<file path="src/rtl/pipe_flush_ctrl_if.sv">
// pipe_flush_ctrl_if
// Bundles the hazard-event inputs and the flush/stall/PC-select outputs of
// the pipeline flush controller.
//   jump, br_taken, exc_req, load_use, mem_busy : hazard events (pipeline -> controller)
//   flush, stall       [STAGES-2:0]             : per-pipeline-register clear / hold
//   pc_stall, pc_sel   [1:0]                    : PC hold and PC mux select
//   drain_busy                                  : redirect drain in progress
//   redirect_cnt, bubble_cnt [15:0]             : event statistics
// Modports: master = pipeline side (drives events), slave = flush controller.
interface pipe_flush_ctrl_if #(
    parameter int STAGES = 5
);
    logic              jump;
    logic              br_taken;
    logic              exc_req;
    logic              load_use;
    logic              mem_busy;
    logic [STAGES-2:0] flush;
    logic [STAGES-2:0] stall;
    logic              pc_stall;
    logic [1:0]        pc_sel;
    logic              drain_busy;
    logic [15:0]       redirect_cnt;
    logic [15:0]       bubble_cnt;

    modport master (
        output jump, br_taken, exc_req, load_use, mem_busy,
        input  flush, stall, pc_stall, pc_sel, drain_busy, redirect_cnt, bubble_cnt
    );

    modport slave (
        input  jump, br_taken, exc_req, load_use, mem_busy,
        output flush, stall, pc_stall, pc_sel, drain_busy, redirect_cnt, bubble_cnt
    );
endinterface

</file>
<file path="src/rtl/pipe_flush_ctrl.sv">
// pipe_flush_ctrl
// Control-hazard and flush controller for the MIPS pipeline. Generates the
// per-pipeline-register flush and stall vectors and the PC redirect select
// for jump, taken branch, exception and load-use events, with an optional
// multi-cycle fetch drain after a redirect and a whole-pipe freeze while
// memory is busy.
// Ports:
//   clk    : system clock
//   rst_n  : asynchronous active-low reset
//   bus    : pipe_flush_ctrl_if.slave (events in; flush, stall, pc_stall,
//            pc_sel, drain_busy, redirect_cnt, bubble_cnt out)
// Optional feature macro: FLUSH_STATS_EN enables the saturating
// redirect_cnt / bubble_cnt counters; otherwise both read 0.
module pipe_flush_ctrl #(
    parameter int STAGES       = 5,
    parameter int J_STAGE      = 1,
    parameter int BR_STAGE     = 2,
    parameter int EXC_STAGE    = 3,
    parameter int REDIRECT_LAT = 0
) (
    input  logic             clk,
    input  logic             rst_n,
    pipe_flush_ctrl_if.slave bus
);

    localparam int NR = STAGES - 1;
    localparam int DW = (REDIRECT_LAT > 0) ? $clog2(REDIRECT_LAT + 1) : 1;

    localparam logic [DW-1:0] LAT_LOAD   = DW'(REDIRECT_LAT);
    localparam logic [NR-1:0] EXC_MASK   = NR'((1 << (EXC_STAGE + 1)) - 1);
    localparam logic [NR-1:0] BR_MASK    = NR'((1 << BR_STAGE) - 1);
    localparam logic [NR-1:0] J_MASK     = NR'((1 << J_STAGE) - 1);
    localparam logic [NR-1:0] BUBBLE_BIT = NR'(1 << J_STAGE);

    localparam logic [1:0] ST_IDLE   = 2'd0;
    localparam logic [1:0] ST_DRAIN  = 2'd1;
    localparam logic [1:0] ST_FREEZE = 2'd2;

    localparam logic [1:0] SEL_SEQ  = 2'd0;
    localparam logic [1:0] SEL_JUMP = 2'd1;
    localparam logic [1:0] SEL_BR   = 2'd2;
    localparam logic [1:0] SEL_EXC  = 2'd3;

    logic [1:0]    state, state_nxt;
    logic [DW-1:0] dcnt, dcnt_nxt;
    logic [NR-1:0] flush_c, stall_c;
    logic          pc_stall_c;
    logic [1:0]    pc_sel_c;
    logic          drain_step;
    logic          freeze;

    // Outputs are a pure function of this cycle's events plus the drain
    // counter, so a redirect acts with zero latency.
    always_comb begin
        flush_c    = '0;
        stall_c    = '0;
        pc_stall_c = 1'b0;
        pc_sel_c   = SEL_SEQ;
        dcnt_nxt   = dcnt;
        freeze     = 1'b0;

        case (state)
            ST_DRAIN, ST_FREEZE: drain_step = (dcnt != '0);
            default:             drain_step = 1'b0;
        endcase

        if (bus.exc_req) begin
            flush_c  = EXC_MASK;
            pc_sel_c = SEL_EXC;
            dcnt_nxt = LAT_LOAD;
        end else if (bus.mem_busy) begin
            // Whole pipe holds; the drain counter waits for the freeze to end.
            stall_c    = '1;
            pc_stall_c = 1'b1;
            freeze     = 1'b1;
        end else if (bus.br_taken) begin
            flush_c  = BR_MASK;
            pc_sel_c = SEL_BR;
            dcnt_nxt = LAT_LOAD;
        end else if (bus.jump) begin
            flush_c  = J_MASK;
            pc_sel_c = SEL_JUMP;
            dcnt_nxt = LAT_LOAD;
        end else begin
            if (drain_step) begin
                flush_c[0] = 1'b1;
                dcnt_nxt   = dcnt - DW'(1);
            end
            if (bus.load_use) begin
                pc_stall_c = 1'b1;
                stall_c    = J_MASK;
                flush_c    = flush_c | BUBBLE_BIT;
            end
        end

        // During a drain reg 0 holds a wrong-path fetch, so clearing it wins
        // over the load-use hold on the same register.
        stall_c = stall_c & ~flush_c;

        if (freeze) begin
            state_nxt = ST_FREEZE;
        end else if (dcnt_nxt != '0) begin
            state_nxt = ST_DRAIN;
        end else begin
            state_nxt = ST_IDLE;
        end

        if (!rst_n) begin
            flush_c    = '0;
            stall_c    = '0;
            pc_stall_c = 1'b0;
            pc_sel_c   = SEL_SEQ;
        end
    end

    always_ff @(posedge clk or negedge rst_n) begin
        if (!rst_n) begin
            state <= ST_IDLE;
            dcnt  <= '0;
        end else begin
            state <= state_nxt;
            dcnt  <= dcnt_nxt;
        end
    end

    assign bus.flush      = flush_c;
    assign bus.stall      = stall_c;
    assign bus.pc_stall   = pc_stall_c;
    assign bus.pc_sel     = pc_sel_c;
    assign bus.drain_busy = (dcnt != '0);

`ifdef FLUSH_STATS_EN
    logic        redirect_acc;
    logic        bubble_acc;
    logic [15:0] redirect_q;
    logic [15:0] bubble_q;

    // Only the winning event is counted; a nonzero pc_sel marks a redirect.
    assign redirect_acc = (pc_sel_c != SEL_SEQ);
    assign bubble_acc   = bus.load_use && !bus.exc_req && !bus.mem_busy
                          && !bus.br_taken && !bus.jump;

    always_ff @(posedge clk or negedge rst_n) begin
        if (!rst_n) begin
            redirect_q <= '0;
            bubble_q   <= '0;
        end else begin
            if (redirect_acc && (redirect_q != 16'hFFFF)) begin
                redirect_q <= redirect_q + 16'd1;
            end
            if (bubble_acc && (bubble_q != 16'hFFFF)) begin
                bubble_q <= bubble_q + 16'd1;
            end
        end
    end

    assign bus.redirect_cnt = redirect_q;
    assign bus.bubble_cnt   = bubble_q;
`else
    assign bus.redirect_cnt = 16'd0;
    assign bus.bubble_cnt   = 16'd0;
`endif

endmodule

</file>
<file path="src/flat_wrapper.sv">
// flat-port wrapper written by rule: the top's interface ports become plain ports
module pipe_flush_ctrl_flat 
#(
    parameter int STAGES       = 5,
    parameter int J_STAGE      = 1,
    parameter int BR_STAGE     = 2,
    parameter int EXC_STAGE    = 3,
    parameter int REDIRECT_LAT = 0
)
  (clk, rst_n, bus_jump, bus_br_taken, bus_exc_req, bus_load_use, bus_mem_busy, bus_flush, bus_stall, bus_pc_stall, bus_pc_sel, bus_drain_busy, bus_redirect_cnt, bus_bubble_cnt);
  pipe_flush_ctrl_if #(.STAGES(STAGES)) bus_i ();
  input  logic clk;
  input  logic rst_n;
  input wire logic [$bits(bus_i.jump)-1:0] bus_jump;
  input wire logic [$bits(bus_i.br_taken)-1:0] bus_br_taken;
  input wire logic [$bits(bus_i.exc_req)-1:0] bus_exc_req;
  input wire logic [$bits(bus_i.load_use)-1:0] bus_load_use;
  input wire logic [$bits(bus_i.mem_busy)-1:0] bus_mem_busy;
  output wire logic [$bits(bus_i.flush)-1:0] bus_flush;
  output wire logic [$bits(bus_i.stall)-1:0] bus_stall;
  output wire logic [$bits(bus_i.pc_stall)-1:0] bus_pc_stall;
  output wire logic [$bits(bus_i.pc_sel)-1:0] bus_pc_sel;
  output wire logic [$bits(bus_i.drain_busy)-1:0] bus_drain_busy;
  output wire logic [$bits(bus_i.redirect_cnt)-1:0] bus_redirect_cnt;
  output wire logic [$bits(bus_i.bubble_cnt)-1:0] bus_bubble_cnt;
  assign bus_i.jump = bus_jump;
  assign bus_i.br_taken = bus_br_taken;
  assign bus_i.exc_req = bus_exc_req;
  assign bus_i.load_use = bus_load_use;
  assign bus_i.mem_busy = bus_mem_busy;
  assign bus_flush = bus_i.flush;
  assign bus_stall = bus_i.stall;
  assign bus_pc_stall = bus_i.pc_stall;
  assign bus_pc_sel = bus_i.pc_sel;
  assign bus_drain_busy = bus_i.drain_busy;
  assign bus_redirect_cnt = bus_i.redirect_cnt;
  assign bus_bubble_cnt = bus_i.bubble_cnt;
  pipe_flush_ctrl #(.STAGES(STAGES), .J_STAGE(J_STAGE), .BR_STAGE(BR_STAGE), .EXC_STAGE(EXC_STAGE), .REDIRECT_LAT(REDIRECT_LAT)) u_core (.clk(clk), .rst_n(rst_n), .bus(bus_i));
endmodule
</file>
<file path="config.mk">
export PLATFORM = sky130hd
export DESIGN_NAME = pipe_flush_ctrl_flat
export DESIGN_NICKNAME = d
export VERILOG_FILES = /design/src/rtl/pipe_flush_ctrl_if.sv /design/src/rtl/pipe_flush_ctrl.sv /design/src/flat_wrapper.sv
export SDC_FILE = /design/constraint.sdc
export NUM_CORES = 1
export LEC_CHECK = 0
export BUFFER_PORTS_ARGS = -buffer_cell sky130_fd_sc_hd__buf_2
export CAP_MARGIN = 5
export CORE_MARGIN = 4
export CORE_UTILIZATION = 37
export CTS_BUF_LIST = sky130_fd_sc_hd__clkbuf_4 sky130_fd_sc_hd__clkbuf_8
export CTS_CLUSTER_DIAMETER = 200
export DETAILED_ROUTE_END_ITERATION = 8
export PLACE_DENSITY_LB_ADDON = 0.25
export SYNTH_ARGS = -nofsm -noshare
export SYNTH_HDL_FRONTEND = slang
export SYNTH_SLANG_ARGS = --single-unit
</file>
<file path="constraint.sdc">
create_clock -name clk -period 1.6 [get_ports clk]
set_clock_uncertainty 0.1 [all_clocks]
set_input_delay 0.24 -clock clk [delete_from_list [all_inputs] [get_ports clk]]
set_output_delay 0.24 -clock clk [all_outputs]
set_load 0.005 [all_outputs]
</file>
==> impl_metrics.json, run 1 <==
{
  "outcome": "finished with violations",
  "violations": "negative setup slack",
  "syn_inst": 64,
  "cpMaxStageDelayCell": "dfrtp_1",
  "critPathLaunchType": "flip-flop",
  "finalCritPeriodShare_pct": 103,
  "hold_viol_final": 0,
  "grt_pass1_wl_um": 1100,
  "hpwl_um": 769,
  "wl_met3_um": 117,
  "grt_overflow": 0,
  "wl_per_cell_um": 9.63,
  "clockPowerShare_pct": 49.6,
  "clkTransAtPathRegs_ns": 0.04,
  "clkSinkCount": 3,
  "async_flop_share_pct": 100,
  "grt_pass1_vias": 261,
  "combPwrFrac_pct": 25.7,
  "clockBufferDepth": 2,
  "drive_above_1_share_pct": 32.9,
  "post_cts_buffers": 0,
  "cts_tree": "built",
  "routed_wl_um": 934,
  "endpoint_kind": "primary output",
  "place_ws_ns": 0.145,
  "io_pins": 51,
  "layout_min_cycle_time_ns": 1.65,
  "hold_class": "input port to flip-flop",
  "area_delta_synth_final_pct": -0.950,
  "avgSynthCellArea_um2": 8.23,
  "reg2regPathDepth": 3,
  "fmax_ghz": 0.605,
  "crit_fanout": 3,
  "initialDrtViolationCount": 1,
  "initial_core_util_pct": 40.0,
  "worst_slack_ns": -0.0528,
  "route.detailed.drc": 0,
  "postPlaceCellArea_um2": 482,
  "design_area_um2": 522,
  "min_path_cells": 2,
  "crit_chain": "xnor2_2, o221ai_2, nor4b_2, buf_2",
  "leakagePower_nw": 0.304,
  "cts-root-buf": "clkbuf_4",
  "max_stage_delay_ns": 0.39,
  "die_area_mm2": 0.00209,
  "antenna_found_initial": 0,
  "drv_cap": 0,
  "gp_congestion": 0.638,
  "die_y_um": 45.7,
  "arrival_ns": 1.31,
  "fp-row-count": 13,
  "swShare_pct": 30.6,
  "nNetsFinal": 90,
  "ys_seq_area_share_pct": 14.3,
  "antenna_cells": 0,
  "met1_length_um": 360,
  "synth-edff-count": 0,
  "cts_buffers": 3,
  "fp.coreArea_mm2": 0.00132,
  "detail_route.first_pass.iterations": 2,
  "avgViaCountPerCell": 3.60,
  "top_layer_used": "met3",
  "cts_max_level": 1,
  "switching_power_uw": 96.8,
  "yosysWarnings": 0,
  "ys.flop_type": "dfrtp_1",
  "dr_total_vias": 349,
  "drv_slew": 0,
  "clock_latency_ns": 0.24,
  "synthDistinctLibCells": 20,
  "grt_max_degree": 10,
  "io_buffers": 18,
  "setup_viol": 2,
  "grt_usage_pct": 7.47,
  "die_w_um": 45.7,
  "antenna_left": 0,
  "ys_seq_elements": 3,
  "power_density_mw_per_mm2": 606,
  "route.met2.wl_um": 456,
  "seq_power_share_pct": 24.8,
  "ir_drop_mv": 0.459,
  "syn-cell-area_um2": 527,
  "postCtsResizedCells": 0,
  "critical_path_class": "flip-flop to primary output",
  "rsz0062_at_grt": "yes",
  "p_int_uw": 219,
  "required_ns": 1.26
}
-- state kept, by name, summed over array words and instances (netlist names) --
name and count:
u_core.state 2, u_core.bus.drain_busy 1
-- critical path: cells and delay by family, from the launching register on --
family / cells / cell delay [ns]
AO/OA/AOI/OAI: 1 / 0.13
XOR/XNOR: 1 / 0.21
buffers and inverters: 1 / 0.14
flip-flops: 1 / 0.39
AND/OR/NAND/NOR: 1 / 0.20
-- cells in the final DEF (no fill, tap or decap), types with 2 or more instances in the layout --
| cell type | n |
|---|---|
| a21oi_1 | 2 |
| and2_1 | 2 |
| buf_2 | 18 |
| clkbuf_4 | 4 |
| conb_1 | 32 |
| dfrtp_1 | 3 |
| nand2b_1 | 2 |
| nor2_1 | 2 |
| nor2b_1 | 2 |
| nor3b_1 | 3 |
-- area by class of cell --
| type | count | area (um2) |
|---|---|---|
| Fill cell | 142 | 796 |
| Multi-Input combinational cell | 55 | 294 |
| Clock buffer | 4 | 30.0 |
| Timing Repair Buffer | 19 | 100 |
| Sequential cell | 3 | 75.1 |
| Tap cell | 15 | 18.8 |
| Inverter | 1 | 3.75 |
-- per-layer routing --
metal / track usage (%) / vias to the layer above
li1: - / 172
met1: 9.72 / 150
met2: 10.3 / 27
met3: 4.74 / 0
met4: 1.70 / 0
met5: 0 / -
-- power by group through the flow --
stage          sequential [mW]  clock, mW  combinational, mW
2_1_floorplan           0.0795          0              0.109
3_5_place_dp            0.0795          0             0.0777
4_1_cts                 0.0784      0.160             0.0800
3_3_place_gp            0.0795          0             0.0772
6_report                0.0784      0.157             0.0811
5_1_grt                 0.0784      0.168             0.0918
-- synth_stat cells (2+ instances only) --
| library cell | instances | area (um2) |
|---|---|---|
| nor2b_1 | 2 | 12.5 |
| and2_1 | 2 | 12.5 |
| nor2_1 | 2 | 7.51 |
| a21oi_1 | 2 | 10.0 |
| nand2b_1 | 2 | 12.5 |
| dfrtp_1 | 3 | 75.1 |
| nor3b_1 | 3 | 22.5 |
| buf_4 | 36 | 270 |
-- path summary, 6_finish.rpt --
path	start	end	slack (ns)
max	u_core.state[0]	bus_stall[0]	-0.05
min	bus_exc_req	u_core.bus.drain_busy	0.18
max reg2reg	u_core.state[0]	u_core.state[0]	0.45
min reg2reg	u_core.bus.drain_busy	u_core.bus.drain_busy	0.49
max in group asynchronous	rst_n	u_core.state[0]	0.90
min in group asynchronous	rst_n	u_core.bus.drain_busy	0.34
-- through the flow --
| stage | hold WS [ns] | TNS, ns | total power [mW] | utilization [%] | instances |
|---|---|---|---|---|---|
| 3_5_place_dp | -0.0209 | 0 | 0.157 | 36.6 | 92 |
| 4_1_cts | 0.182 | -0.0967 | 0.319 | 39.6 | 97 |
| 3_3_place_gp | -0.0195 | 0 | 0.157 | 36.6 | 92 |
| 2_1_floorplan | -0.156 | 0 | 0.188 | - | 95 |
| 5_1_grt | 0.195 | -0.273 | 0.338 | 39.6 | 97 |
| 6_report | 0.182 | -0.0795 | 0.316 | 39.6 | 97 |
-- kinds of logic after synthesis --
| family | share of synthesized area, % |
|---|---|
| DFF | 14.3 |
| other | 0.712 |
| and+or+nand+nor | 23.8 |
| xor gates and xnor gates | 3.09 |
| buffers and inverters | 52.0 |
| AOI/OAI and AO/OA | 6.18 |
-- what timing repair did --
item                                    in CTS  in global routing
hold buffers                                 1                  0
gates cloned                                 0                  0
endpoints found under the setup margin       2                  2
pin swaps                                    3                  0
hold endpoints to repair                     3                  0
No activity file was read; power rests on OpenSTA's default activity.
==> run 2, diff against run 1 <==
--- a/config.mk
+++ b/config.mk
@@ -13,6 +13,7 @@
 export CTS_CLUSTER_DIAMETER = 200
 export DETAILED_ROUTE_END_ITERATION = 8
 export PLACE_DENSITY_LB_ADDON = 0.25
+export REMOVE_ABC_BUFFERS = 1
 export SYNTH_ARGS = -nofsm -noshare
 export SYNTH_HDL_FRONTEND = slang
 export SYNTH_SLANG_ARGS = --single-unit
==> run 2 against run 1 <==
Final cell count rose by 3.1%. Core utilization up 1.7 points. Wire length rose by 0.54%. Clock power about the same. The flow still finishes with violations (negative setup slack). Fmax rose by 1.1%. Non-clock buffer count rose by 3. Via count increased by 8.0%.
==> impl_metrics.json, run 2 (same netlist as run 1, synthesis figures left out) <==
{
  "outcome": "finished with violations",
  "violations": "negative setup slack",
  "cpMaxStageDelayCell": "dfrtp_1",
  "io_pins": 51,
  "leakagePower_nw": 0.317,
  "route.detailed.drc": 0,
  "power_density_mw_per_mm2": 590,
  "final_common_cell": "conb_1",
  "wl_per_cell_um": 9.39,
  "dr_total_vias": 377,
  "layout_min_cycle_time_ns": 1.63,
  "dp.cells": 92,
  "max_stage_delay_ns": 0.39,
  "detail_route.first_pass.iterations": 4,
  "cts_buffers": 3,
  "worst_slack_ns": -0.0350,
  "required_ns": 1.26,
  "critPathLaunch": "u_core.state[1]",
  "io_buffers": 18,
  "finalCritPeriodShare_pct": 102,
  "arrival_ns": 1.29,
  "design_area_um2": 544,
  "cp_num_buf_inv": 1,
  "hpwl_um": 703,
  "cts_max_level": 1,
  "nNetsFinal": 93,
  "initial_core_util_pct": 40.0,
  "gp_congestion": 0.687,
  "grt_overflow": 0,
  "cts-root-buf": "clkbuf_4",
  "drv_slew": 0,
  "antenna_left": 0,
  "fmax_ghz": 0.612,
  "postPlaceCellArea_um2": 482,
  "crit_fanout": 2,
  "postCtsResizedCells": 0,
  "grt_pass1_wl_um": 1320,
  "critPathLaunchType": "flip-flop",
  "die_y_um": 45.7,
  "hp-start": "bus_mem_busy",
  "largest_register_ffs": 2,
  "cp_top_family": "flip-flops",
  "routed_wl_um": 939,
  "drv_cap": 0,
  "antenna_cells": 0,
  "hold_class": "input port to flip-flop",
  "grt_usage_pct": 9.39,
  "die_w_um": 45.7,
  "setup_viol": 2,
  "initialDrtViolationCount": 2,
  "clkSinkCount": 3,
  "crit_chain": "xnor2_2, o221ai_2, nor4b_2, buf_2",
  "fp-row-count": 13,
  "ir_drop_mv": 0.408,
  "grt_pass1_vias": 308,
  "drive_above_1_share_pct": 35.3,
  "rsz0062_at_grt": "yes",
  "critical_path_class": "flip-flop to primary output",
  "hold_viol_final": 0,
  "final_cells": 100,
  "clock_latency_ns": 0.24,
  "cts_tree": "built",
  "finalPower_uw": 321,
  "layout.area.seq_um2": 75.1,
  "die_area_mm2": 0.00209,
  "final_cell_mix": "conb_1 (32), buf_2 (18), clkbuf_4 (4)",
  "r2r_start": "u_core.state[1]",
  "clockBufferDepth": 2,
  "nFillCells": 140,
  "area_delta_synth_final_pct": 3.33,
  "fin_util_pct": 41.3,
  "fp.coreArea_mm2": 0.00132,
  "multi_input_area_um2": 294,
  "antenna_found_initial": 0,
  "avgViaCountPerCell": 3.77,
  "top_register": "u_core.state",
  "grt_max_degree": 10,
  "endpoint_kind": "primary output",
  "clkTransAtPathRegs_ns": 0.04
}
[run 2: worst paths after layout]
kind / slack [ns] / end / cells past startpoint
setup / recovery: -0.03 / bus_stall[0] / 4
hold / removal: 0.18 / u_core.state[0] / 2
setup reg to reg: 0.15 / u_core.state[0] / 6
hold reg to reg: 0.47 / u_core.bus.drain_busy / 1
max in group asynchronous: 0.91 / u_core.bus.drain_busy / 2
min in group asynchronous: 0.34 / u_core.state[0] / 2
[run 2: layer usage]
metal / GRT usage [%] / wire (um)
met3: 5.93 / 144
met2: 13.1 / 456
met1: 10.9 / 306
met4: 5.11 / 31
met5: 0 / 0
[run 2: through the flow]
| step | worst slack [ns] | hold slack (ns) | setup TNS [ns] |
|---|---|---|---|
| floorplan | 0.277 | -0.156 | 0 |
| global placement | 0.148 | -0.0178 | 0 |
| detailed placement | 0.131 | -0.0199 | 0 |
| CTS | -0.0679 | 0.168 | -0.102 |
| global route | -0.115 | 0.190 | -0.217 |
| finish | -0.0350 | 0.179 | -0.0406 |
[run 2: repair_timing]
action	CTS	global route
hold buffers	1	0
buffers inserted	2	1
setup endpoints to repair	2	2
endpoints found under the hold margin	3	0
pin swaps	3	1
[run 2: area by class of cell]
cell class | count | area share (%)
clock buffer | 4 | 5.52
inverter | 1 | 0.690
multi-input combinational | 55 | 54.0
sequential | 3 | 13.8
tap | 15 | 3.45
timing repair buffer | 22 | 22.5
[run 2: power by group]
group | internal [mW] | switching (mW) | leakage [nW] | total (mW)
registers | 0.0776 | 0.000988 | 0.0408 | 0.0785
logic | 0.0356 | 0.0509 | 0.258 | 0.0865
clock network | 0.111 | 0.0455 | 0.0184 | 0.156
total | 0.224 | 0.0974 | 0.317 | 0.321
==> run 3, diff against run 2 <==
--- a/config.mk
+++ b/config.mk
@@ -5,15 +5,17 @@
 export SDC_FILE = /design/constraint.sdc
 export NUM_CORES = 1
 export LEC_CHECK = 0
-export BUFFER_PORTS_ARGS = -buffer_cell sky130_fd_sc_hd__buf_2
 export CAP_MARGIN = 5
-export CORE_MARGIN = 4
-export CORE_UTILIZATION = 37
+export CORE_AREA = 4 4 41 43
 export CTS_BUF_LIST = sky130_fd_sc_hd__clkbuf_4 sky130_fd_sc_hd__clkbuf_8
 export CTS_CLUSTER_DIAMETER = 200
 export DETAILED_ROUTE_END_ITERATION = 8
+export DIE_AREA = 0 0 45 47
+export DONT_BUFFER_PORTS = 1
 export PLACE_DENSITY_LB_ADDON = 0.25
+export RECOVER_POWER = 50
 export REMOVE_ABC_BUFFERS = 1
+export SETUP_SLACK_MARGIN = 0.4
 export SYNTH_ARGS = -nofsm -noshare
 export SYNTH_HDL_FRONTEND = slang
 export SYNTH_SLANG_ARGS = --single-unit
==> run 3 against run 2 <==
Critical path type unchanged. Global-route usage shrank 1.1 points. Register-to-register slack gained 0.31 ns. Die area grew 1.1%. Fmax shrank 1.1%. The run still ends with negative setup slack left. Total power shrank 10%. Largest cell class unchanged.
==> impl_metrics.json, run 3 (same netlist as run 1, synthesis figures left out) <==
{
  "outcome": "finished with violations",
  "violations": "negative setup slack",
  "wl_per_cell_um": 11.1,
  "cts_buffers": 3,
  "fin_util_pct": 35.9,
  "final_cells": 82,
  "finalCritPeriodShare_pct": 103,
  "hpwl_um": 657,
  "hold_viol_final": 0,
  "die_y_um": 47,
  "routed_wl_um": 911,
  "initial_core_util_pct": 40.5,
  "required_ns": 1.26,
  "nFillCells": 139,
  "hold_class": "input port to flip-flop",
  "reg2regPathDepth": 3,
  "antenna_cells": 0,
  "grt_usage_pct": 8.32,
  "setup_viol": 1,
  "avgViaCountPerCell": 3.80,
  "critPathLaunch": "u_core.state[1]",
  "area_delta_synth_final_pct": -11.4,
  "grt_pass1_wl_um": 1190,
  "cts_max_level": 1,
  "drv_slew": 0,
  "grt_max_degree": 10,
  "crit_path_end": "bus_stall[0]",
  "layout_min_cycle_time_ns": 1.65,
  "layout.area.seq_um2": 75.1,
  "dp.cells": 74,
  "route.detailed.drc": 0,
  "design_area_um2": 467,
  "ir_drop_mv": 0.327,
  "final_cell_mix": "conb_1 (32), clkbuf_4 (4), dfrtp_1 (3)",
  "io_buffers": 0,
  "gp_congestion": 0.627,
  "crit_fanout": 3,
  "fmax_ghz": 0.605,
  "reg2reg_slack_ns": 0.46,
  "arrival_ns": 1.31,
  "final_common_cell": "conb_1",
  "power_density_mw_per_mm2": 620,
  "clockBufferDepth": 2,
  "clock_latency_ns": 0.23,
  "die_w_um": 45,
  "worst_slack_ns": -0.0538,
  "clkTransAtPathRegs_ns": 0.04,
  "top_register": "u_core.state",
  "critical_path_class": "flip-flop to primary output",
  "dr_total_vias": 312,
  "cts_tree": "built",
  "die_area_mm2": 0.00212,
  "cts-root-buf": "clkbuf_4",
  "detail_route.first_pass.iterations": 2,
  "initialDrtViolationCount": 4,
  "io_pins": 51,
  "r2r-end": "u_core.state[0]",
  "drv_cap": 0,
  "postPlaceCellArea_um2": 392,
  "grt_pass1_vias": 260,
  "clkSinkCount": 3,
  "fp-row-count": 13,
  "critPathLaunchType": "flip-flop",
  "largest_register_ffs": 2,
  "endpoint_kind": "primary output",
  "multi_input_area_um2": 308,
  "drive_above_1_share_pct": 19.4,
  "fp.coreArea_mm2": 0.00130,
  "hold_ws_ns": 0.0887,
  "antenna_found_initial": 0,
  "grt_overflow": 0,
  "nNetsFinal": 75,
  "antenna_left": 0,
  "rsz0062_at_grt": "yes",
  "leakagePower_nw": 0.233,
  "r2r_start": "u_core.state[1]"
}
[run 3: cell type report]
cell class,count,share of cell area (%)
Tap cell,15,4.02
Sequential cell,3,16.1
Inverter,1,0.804
Clock buffer,4,6.43
Timing Repair Buffer,4,6.70
Multi-Input combinational cell,55,66.0
[run 3: worst max-delay path: stages, from the launching register on]
cell and delay, ns:
dfrtp_1 0.38, xnor2_2 0.23, o221ai_2 0.16, nor4b_2 0.31
[run 3: routing by layer]
layer | track usage (%) | share of wire, % | wire length, um
met1 | 9.17 | 32 | 295
met2 | 11.0 | 48 | 434
met3 | 7.66 | 20 | 181
met4 | 3.51 | 0 | 0
met5 | 0 | 0 | 0
[run 3: worst min path at each step]
| stage | endpoint | depth (start not counted) | slack (ns) | start |
|---|---|---|---|---|
| floorplan | u_core.bus.drain_busy | 0 | -0.16 | rst_n |
| global placement | u_core.bus.drain_busy | 0 | -0.16 | rst_n |
| detailed placement | u_core.bus.drain_busy | 0 | -0.16 | rst_n |
| CTS | u_core.state[1] | 1 | 0.06 | bus_mem_busy |
| global route | u_core.state[0] | 3 | 0.09 | bus_jump |
| finish | u_core.state[0] | 3 | 0.09 | bus_jump |
[run 3: what timing repair did]
item                                   4_1_cts  5_1_grt
setup endpoints to repair                    3        7
endpoints found under the hold margin        6        0
hold buffers                                 3        0
resized for setup                            1        5
pin swaps                                    0        2
buffers inserted                             0        1
[run 3: report_power, final]
| part | switching [mW] | internal [mW] |
|---|---|---|
| registers | 0.000938 | 0.0776 |
| logic | 0.0397 | 0.0218 |
| clock network | 0.0389 | 0.110 |
[run 3: metrics by stage]
stage	setup TNS, ns	setup WS [ns]	power, mW
final	-0.0538	-0.0538	0.289
after global routing	-0.134	-0.120	0.314
after CTS	-0.0772	-0.0772	0.293
after detailed placement	0	0.178	0.127
after global placement	0	0.203	0.127
after floorplan	0	0.277	0.124
